===== src/rtl/apb_slave_if.sv =====
// APB completer: turns each APB transfer into one valid/ready request on the local side,
// with a bounded wait. Optional byte strobes when APB_WSTRB_EN is defined.
module apb_slave_if #(
   parameter int APB_DATA_WIDTH = 32,
   parameter int APB_ADDR_WIDTH = 32,
   parameter int TIMEOUT_CYCLE  = 6
) (
   input  logic                        apb_clk_in,
   input  logic                        apb_rst_in,
   input  logic [APB_ADDR_WIDTH-1:0]   apb_addr_in,
   input  logic                        apb_psel_in,
   input  logic                        apb_penable_in,
   input  logic                        apb_write_in,
   input  logic [APB_DATA_WIDTH-1:0]   apb_wdata_in,
`ifdef APB_WSTRB_EN
   input  logic [APB_DATA_WIDTH/8-1:0] apb_strb_in,
   output logic [APB_DATA_WIDTH/8-1:0] other_strb_out,
`endif
   output logic [APB_DATA_WIDTH-1:0]   apb_rdata_out,
   output logic                        apb_ready_out,
   output logic                        apb_slverr_out,
   output logic                        other_valid_out,
   output logic                        other_write_out,
   output logic [APB_ADDR_WIDTH-1:0]   other_addr_out,
   output logic [APB_DATA_WIDTH-1:0]   other_wdata_out,
   input  logic [APB_DATA_WIDTH-1:0]   other_rdata_in,
   input  logic                        other_ready_in,
   input  logic                        other_error_in
);

   localparam int CNT_W = $clog2(TIMEOUT_CYCLE + 1);
   localparam logic [CNT_W-1:0] CNT_MAX  = CNT_W'(TIMEOUT_CYCLE);
   localparam logic [CNT_W-1:0] CNT_LAST = CNT_W'(TIMEOUT_CYCLE - 1);

   localparam logic [1:0] ST_IDLE = 2'd0;
   localparam logic [1:0] ST_WAIT = 2'd1;
   localparam logic [1:0] ST_RESP = 2'd2;

   logic [1:0]       state;
   logic [CNT_W-1:0] wait_cnt;
   // Set when a request is rejected locally and must complete with an error without forwarding.
   logic             req_err;

   function automatic logic [CNT_W-1:0] sat_inc(input logic [CNT_W-1:0] v);
      return (v == CNT_MAX) ? v : v + CNT_W'(1);
   endfunction

   always_ff @(posedge apb_clk_in) begin
      if (apb_rst_in) begin
         state           <= ST_IDLE;
         wait_cnt        <= '0;
         req_err         <= 1'b0;
         apb_rdata_out   <= '0;
         apb_ready_out   <= 1'b0;
         apb_slverr_out  <= 1'b0;
         other_valid_out <= 1'b0;
         other_write_out <= 1'b0;
         other_addr_out  <= '0;
         other_wdata_out <= '0;
`ifdef APB_WSTRB_EN
         other_strb_out  <= '0;
`endif
      end else begin
         case (state)
            ST_IDLE: begin
               if (apb_psel_in && !apb_penable_in) begin
                  other_addr_out  <= apb_addr_in;
                  other_write_out <= apb_write_in;
                  other_wdata_out <= apb_wdata_in;
                  wait_cnt        <= '0;
                  state           <= ST_WAIT;
`ifdef APB_WSTRB_EN
                  other_strb_out  <= apb_write_in ? apb_strb_in : '0;
                  // A strobed read is malformed: answer it with an error instead of forwarding.
                  if (!apb_write_in && (apb_strb_in != '0)) begin
                     other_valid_out <= 1'b0;
                     req_err         <= 1'b1;
                  end else begin
                     other_valid_out <= 1'b1;
                     req_err         <= 1'b0;
                  end
`else
                  other_valid_out <= 1'b1;
                  req_err         <= 1'b0;
`endif
               end
            end
            ST_WAIT: begin
               if (!apb_psel_in) begin
                  other_valid_out <= 1'b0;
                  req_err         <= 1'b0;
                  state           <= ST_IDLE;
               end else if (req_err) begin
                  req_err        <= 1'b0;
                  apb_ready_out  <= 1'b1;
                  apb_slverr_out <= 1'b1;
                  apb_rdata_out  <= '0;
                  state          <= ST_RESP;
               end else if (other_ready_in) begin
                  apb_rdata_out   <= other_write_out ? '0 : other_rdata_in;
                  apb_slverr_out  <= other_error_in;
                  apb_ready_out   <= 1'b1;
                  other_valid_out <= 1'b0;
                  state           <= ST_RESP;
               end else if (wait_cnt == CNT_LAST) begin
                  apb_ready_out   <= 1'b1;
                  apb_slverr_out  <= 1'b1;
                  apb_rdata_out   <= '0;
                  other_valid_out <= 1'b0;
                  state           <= ST_RESP;
               end else begin
                  wait_cnt <= sat_inc(wait_cnt);
               end
            end
            ST_RESP: begin
               apb_ready_out  <= 1'b0;
               apb_slverr_out <= 1'b0;
               apb_rdata_out  <= '0;
               state          <= ST_IDLE;
            end
            default: state <= ST_IDLE;
         endcase
      end
   end

endmodule


===== config.mk =====
export PLATFORM = sky130hd
export DESIGN_NAME = apb_slave_if
export DESIGN_NICKNAME = d
export VERILOG_FILES = /design/src/rtl/apb_slave_if.sv
export SDC_FILE = /design/constraint.sdc
export NUM_CORES = 1
export LEC_CHECK = 0
export CORE_MARGIN = 2
export CORE_UTILIZATION = 38
export DETAILED_ROUTE_END_ITERATION = 8
export GPL_TIMING_DRIVEN = 1
export PLACE_DENSITY = 0.81
export SYNTH_ARGS = -nofsm -noshare
export SYNTH_HDL_FRONTEND = slang
export SYNTH_SLANG_ARGS = --single-unit

===== constraint.sdc =====
create_clock -name apb_clk_in -period 2.2 [get_ports apb_clk_in]
set_clock_uncertainty 0.1 [all_clocks]
set_input_delay 0.66 -clock apb_clk_in [delete_from_list [all_inputs] [get_ports apb_clk_in]]
set_output_delay 0.66 -clock apb_clk_in [all_outputs]
set_load 0.02 [all_outputs]

### Word level (Yosys, flattened, before mapping)

Cells that the tools add are included.

| operators by class | value |
|---|---|
| add/sub/neg operators | 1 |
| multiply operators | 0 |
| div/mod/pow operators | 0 |
| order comparisons | 0 |
| equality and inequality tests | 14 |
| shift-type cells | 0 |
| muxes and demuxes | 36 |
| bitwise gates (word level) | 0 |
| reduce and logical (&&, ||, !) cells | 11 |

Operators by type and width:

| operator | number |
|---|---|
| 32-bit 2-to-1 mux | 5 |
| 32-bit case mux with 2 select lines | 1 |
| 3-bit 2-to-1 mux | 6 |
| 1-bit 2-to-1 mux | 13 |
| 2-bit inequality test, second input constant | 6 |
| 2-bit 2-to-1 mux | 5 |
| 4-bit inequality test, second input constant | 2 |
| 1-bit case mux with 2 select lines | 4 |
| 7-bit AND reduction | 1 |
| 3-bit equality test, second input constant | 2 |
| 3-bit case mux with 2 select lines | 1 |
| 2-bit AND reduction | 3 |
| 5-bit inequality test, second input constant | 1 |
| 2-bit case mux with 2 select lines | 1 |
| 4-bit AND reduction | 1 |
| 2-bit nonzero test | 2 |
| 3-bit by 1-bit adder with 3-bit output, second input constant | 1 |
| 3-bit inequality test, second input constant | 1 |
| 3-bit AND reduction | 1 |
| 2-bit by 1-bit equality test with 1-bit output, second input constant | 1 |
| 2-bit equality test, second input constant | 1 |
| 2-bit zero test | 1 |
| 1-bit logical AND | 1 |
| 1-bit zero test | 1 |

| storage, ports and cells | value |
|---|---|
| flip-flop bits (word level) | 106 |
| latch bits | 0 |
| bits in writable memories | 0 |
| memory bits (read-only) | 0 |
| logic and storage cells | 72 |
| memories kept | 0 |

### Logic depth before layout (Yosys ltp)

| logic depth | value |
|---|---|
| word-level depth | 7 |
| gate-level depth with buffers | 6 |
| mapped depth without buffers | 5 |

### Worst setup path before layout

Ideal clock, no wire load.

| timing | value |
|---|---|
| path kind | input-to-reg |
| start | input port apb_penable_in |
| end | register other_wdata_out[10] |
| setup time | 0.132 ns |
| arrival | 1.589 ns |
| required time | 1.968 ns |
| setup slack | 0.379 ns |
| stages | 5 |
| path buffers | 2 |
| cells stage by stage | or4b_1 -> buf_4 -> buf_4 -> nand2_1 -> a21oi_1 |

| between the ends | value |
|---|---|
| cells in the longest elaborated chain, start to end | 3 |

Ends and longest elaborated chain:

| item | RTL line | RTL |
|---|---|---|
| from (decl) | 12 | `input logic apb_penable_in,` |
| 1-bit zero test | 66 | `if (apb_psel_in && !apb_penable_in) begin` |
| 1-bit logical AND | 66 |  |
| 2-bit AND reduction (no source line) | - |  |
| to (signal assigned) | 69 | `other_wdata_out <= apb_wdata_in;` |
| to (decl) | 25 | `output logic [APB_DATA_WIDTH-1:0] other_wdata_out,` |

No other way between the ends.
A chain may end at the register's enable or synchronous reset.

### Final worst setup path

| timing | value |
|---|---|
| start | register other_addr_out[12] |
| end | output port other_addr_out[12] |

RTL lines:

| item | RTL line | RTL |
|---|---|---|
| from (decl) | 24 | `output logic [APB_ADDR_WIDTH-1:0] other_addr_out,` |
| from (signal assigned) | 67 | `other_addr_out <= apb_addr_in;` |

No word-level cell between the ends.

==> results list <==
- From synthesis to final layout, the design area changed by 65.8%.
- Fraction of final layout cells with drive strength greater than 1: 0.0594
- Maximum number of pins on one net before global-route repair: 69
* Hold WC Path Type: flop to flop
- Final worst path period share: 0.956
* Hold Buf Count CTS: 0
* Internal power consumption: 2.98 mW
* Final period demand of the worst path: 2.10 ns
* Data required, critical path: 1.44 ns
* Proportion of power drawn by combinational gates: 0.155
* Commonest cells after routing, fill and taps aside: 201 x clkdlybuf4s50_1, 133 x nand2_1, 105 x dfxtp_1
- Clock latency on the worst-skew pair, taken at its later pin, is 0.35 ns.
- TritonCTS built the clock tree.
* Multi-input logic area: 1370 um^2
* First DRT Iteration DRCs: 123
- Data arrives at the worst endpoint at 1.34 ns.
- Diodes inserted: 0
- Total of fill cells in the finished design: 761
- Final Non-Filler Cells: 735
* DRC: 0
* Number of pins exceeding their max-slew limit in the final report: 0
- Count of buffer and inverter cells on the critical path: 1
- Total Die Area: 10400 um^2
- After clock tree synthesis, the repair step resized 0 gates.
- Worst-case headroom to the max-slew limit: 0.531
- Detail Placement HPWL: 7870 um
- Clk pwr share: 0.332
- The largest individual stage delay along the critical path comes from the cell clkdlybuf4s50_1.
* Net switching component of the power: 0.924 mW
- For this run, the total global-route usage over all layers was measured as 0.197.
- In this run the worst path has a maximum fanout of 2.
- Setup violations remaining at the end of the flow were counted as 0.
* Asr flop ratio synth: 0
* Detailed Route WL: 10500 um
- The final hold violation count is 0.
- At the pin with the least slew margin, the transition time is 0.704 ns.
* Area of the mapped netlist: 3660 um^2
- In this run the remaining antenna-violating nets after routing total 0.
- Each instance of the synthesized netlist takes up on average 9.13 um^2.
* Number of rows in the core area: 35
- Root buffer selected by CTS: clkbuf_8
* List of cells traversed by the critical path: clkdlybuf4s50_1
- Global-route congestion overflow total: 0
- Synthesized netlist net count: 507
- Number of flops mapped to enable cells by yosys: 0
- Post-synthesis instance total: 401
* Number of cell instances on the worst register-to-register path: 4
- Initial core utilization: 0.394
* Depth of the CTS H-tree: 3
* Static Leak: 2.23 nW
- Area inside the core boundary: 9280 um^2
- Synth Warn #: 0
* Sw frac: 0.237
- Hold Worst Slack: 0.357 ns
- Post-CTS timing repair inserted 0 buffers for setup.
- Storage element area: 2100 um^2
- #FFs+latches synth: 105
* Number of global-route vias before repair: 3354
- Dividing the detail-routed via count by the number of cells gives 4.83.
- Element type at the critical path end: output port
- Max-cap violations in this run came to 0.
* Placed Area: 5850 um^2
- VDD sags by at most 0.326 mV.
* Power density of the placed cells: 644 nW/um^2
- Die X: 102 um
- The first TritonRoute pass finished after 4 iterations.
* Setup slack on the worst flop-to-flop path: 0.42 ns
- The clock drives 105 sinks.
- First-pass GRT wire length: 16100 um
* Number of distinct library cells after synthesis: 26
* Setup repair after global routing missed its margin: false
* Crit path largest cell delay: 0.63 ns
- Main synth FF type: dfxtp_1
- In this run the number of cells on the critical path is 1.
- Maximum buffer depth of the clock tree: 2
- Setup crit start kind: flop
- In this design, the largest share of critical-path delay is due to buffers and inverters.
* Net total in the final layout: 707
* Commonest non-fill, non-tap cell in the layout: clkdlybuf4s50_1
* Routability congestion estimate: 0.740
- Number of top-level pins: 203
* Proportion of power drawn by flip-flops and latches: 0.513
* Setup CP Type: flop to output port
- Number of buffers created by CTS: 9
- During placement, the flow inserted port buffers numbering 202.
- Of the synthesized area, sequential elements account for 0.574.
- Vias: 3549
* Post-route cell area: 6070 um^2
* Number of antenna violations at the first check in global routing: 0
- Number of cells traversed by the worst hold path: 2
* Average wire length per cell after detail routing: 14.3 um
- Highest attainable clock frequency: 475 MHz
- Die Y-Extent: 102 um
* Clock-pin slew on the worst setup and hold paths: 0.09 ns
- Cells after DPL: 719
* Status: complete, no violations
[power by group through the flow]
stage	clock, mW	sequential (mW)	combinational [mW]
after CTS	1.35	2.00	0.612
final	1.30	2.00	0.607
after global placement	0	2.04	0.599
after global routing	1.42	2.01	0.651
after detailed placement	0	2.05	0.609
after floorplan	0	2.12	0.162
[kinds of logic (layout without fill, tap and decap cells)]
group / count (synthesis) / in the layout / synth area share
buf+inv: 32 / 237 / 0.0503
mux: 2 / 2 / 0.00615
flops: 105 / 105 / 0.574
simple gates: 152 / 152 / 0.174
fa+ha+maj: 3 / 3 / 0.0103
compound gates: 107 / 107 / 0.185
[through the flow]
| step | TNS (ns) | setup slack (ns) | power, mW | util |
|---|---|---|---|---|
| 3_5_place_dp | -17.63 | -0.262 | 2.66 | 0.630 |
| 5_1_grt | 0 | 0.0310 | 4.09 | 0.654 |
| 2_1_floorplan | 0 | 0.379 | 2.29 | - |
| 6_report | 0 | 0.0963 | 3.91 | 0.654 |
| 4_1_cts | 0 | 0.0542 | 3.97 | 0.654 |
| 3_3_place_gp | -13.79 | -0.213 | 2.64 | 0.630 |
[metal layers]
metal	vias to the layer above	routed length, um	global-route usage
met1	1636	4100	0.217
met3	19	1020	0.0725
met2	150	5190	0.347
met5	-	0	0
li1	1744	-	-
met4	0	222	0.0728
[cell usage after synthesis, types with 2 or more instances]
library cell,count,share of area
and3b_1,2,0.0048
nand2_1,133,0.14
a21oi_1,70,0.096
nor2_1,6,0.0062
nor3_1,2,0.0027
inv_1,3,0.0031
nor4bb_1,2,0.0055
nor4_1,2,0.0034
clkbuf_1,13,0.013
ha_1,3,0.010
buf_2,6,0.0082
mux2_2,2,0.0062
dfxtp_1,105,0.57
buf_4,3,0.0062
a22o_1,32,0.077
o21ai_0,2,0.0027
buf_6,6,0.018
[sequential cells by signal (all words and copies together), names as in the netlist]
name and flops:
wait_cnt 3, state 2, other_write_out 1, apb_ready_out 1, other_addr_out 32, apb_slverr_out 1
apb_rdata_out 32, other_wdata_out 32, other_valid_out 1
[area by class of cell]
class                      instances  area share
multi-input combinational        264       0.226
clock buffer                      12      0.0239
clock inverter                     4      0.0126
sequential                       105       0.346
inverter                           3     0.00186
timing repair buffer             218       0.362
tap                              129      0.0266
[worst min-delay path, cell delays in order (launching register included)]
cell and delay, ns:
dfxtp_1 0.32, nand2_1 0.05, a21oi_1 0.05
[worst paths after layout]
| kind | start | end |
|---|---|---|
| worst max-delay path | other_addr_out[12] | other_addr_out[12] |
| worst min-delay path | other_wdata_out[17] | other_wdata_out[17] |
| worst max register to register | state[0] | other_wdata_out[6] |
| worst min register to register | other_wdata_out[17] | other_wdata_out[17] |
No activity file was read; power rests on OpenSTA's default activity.
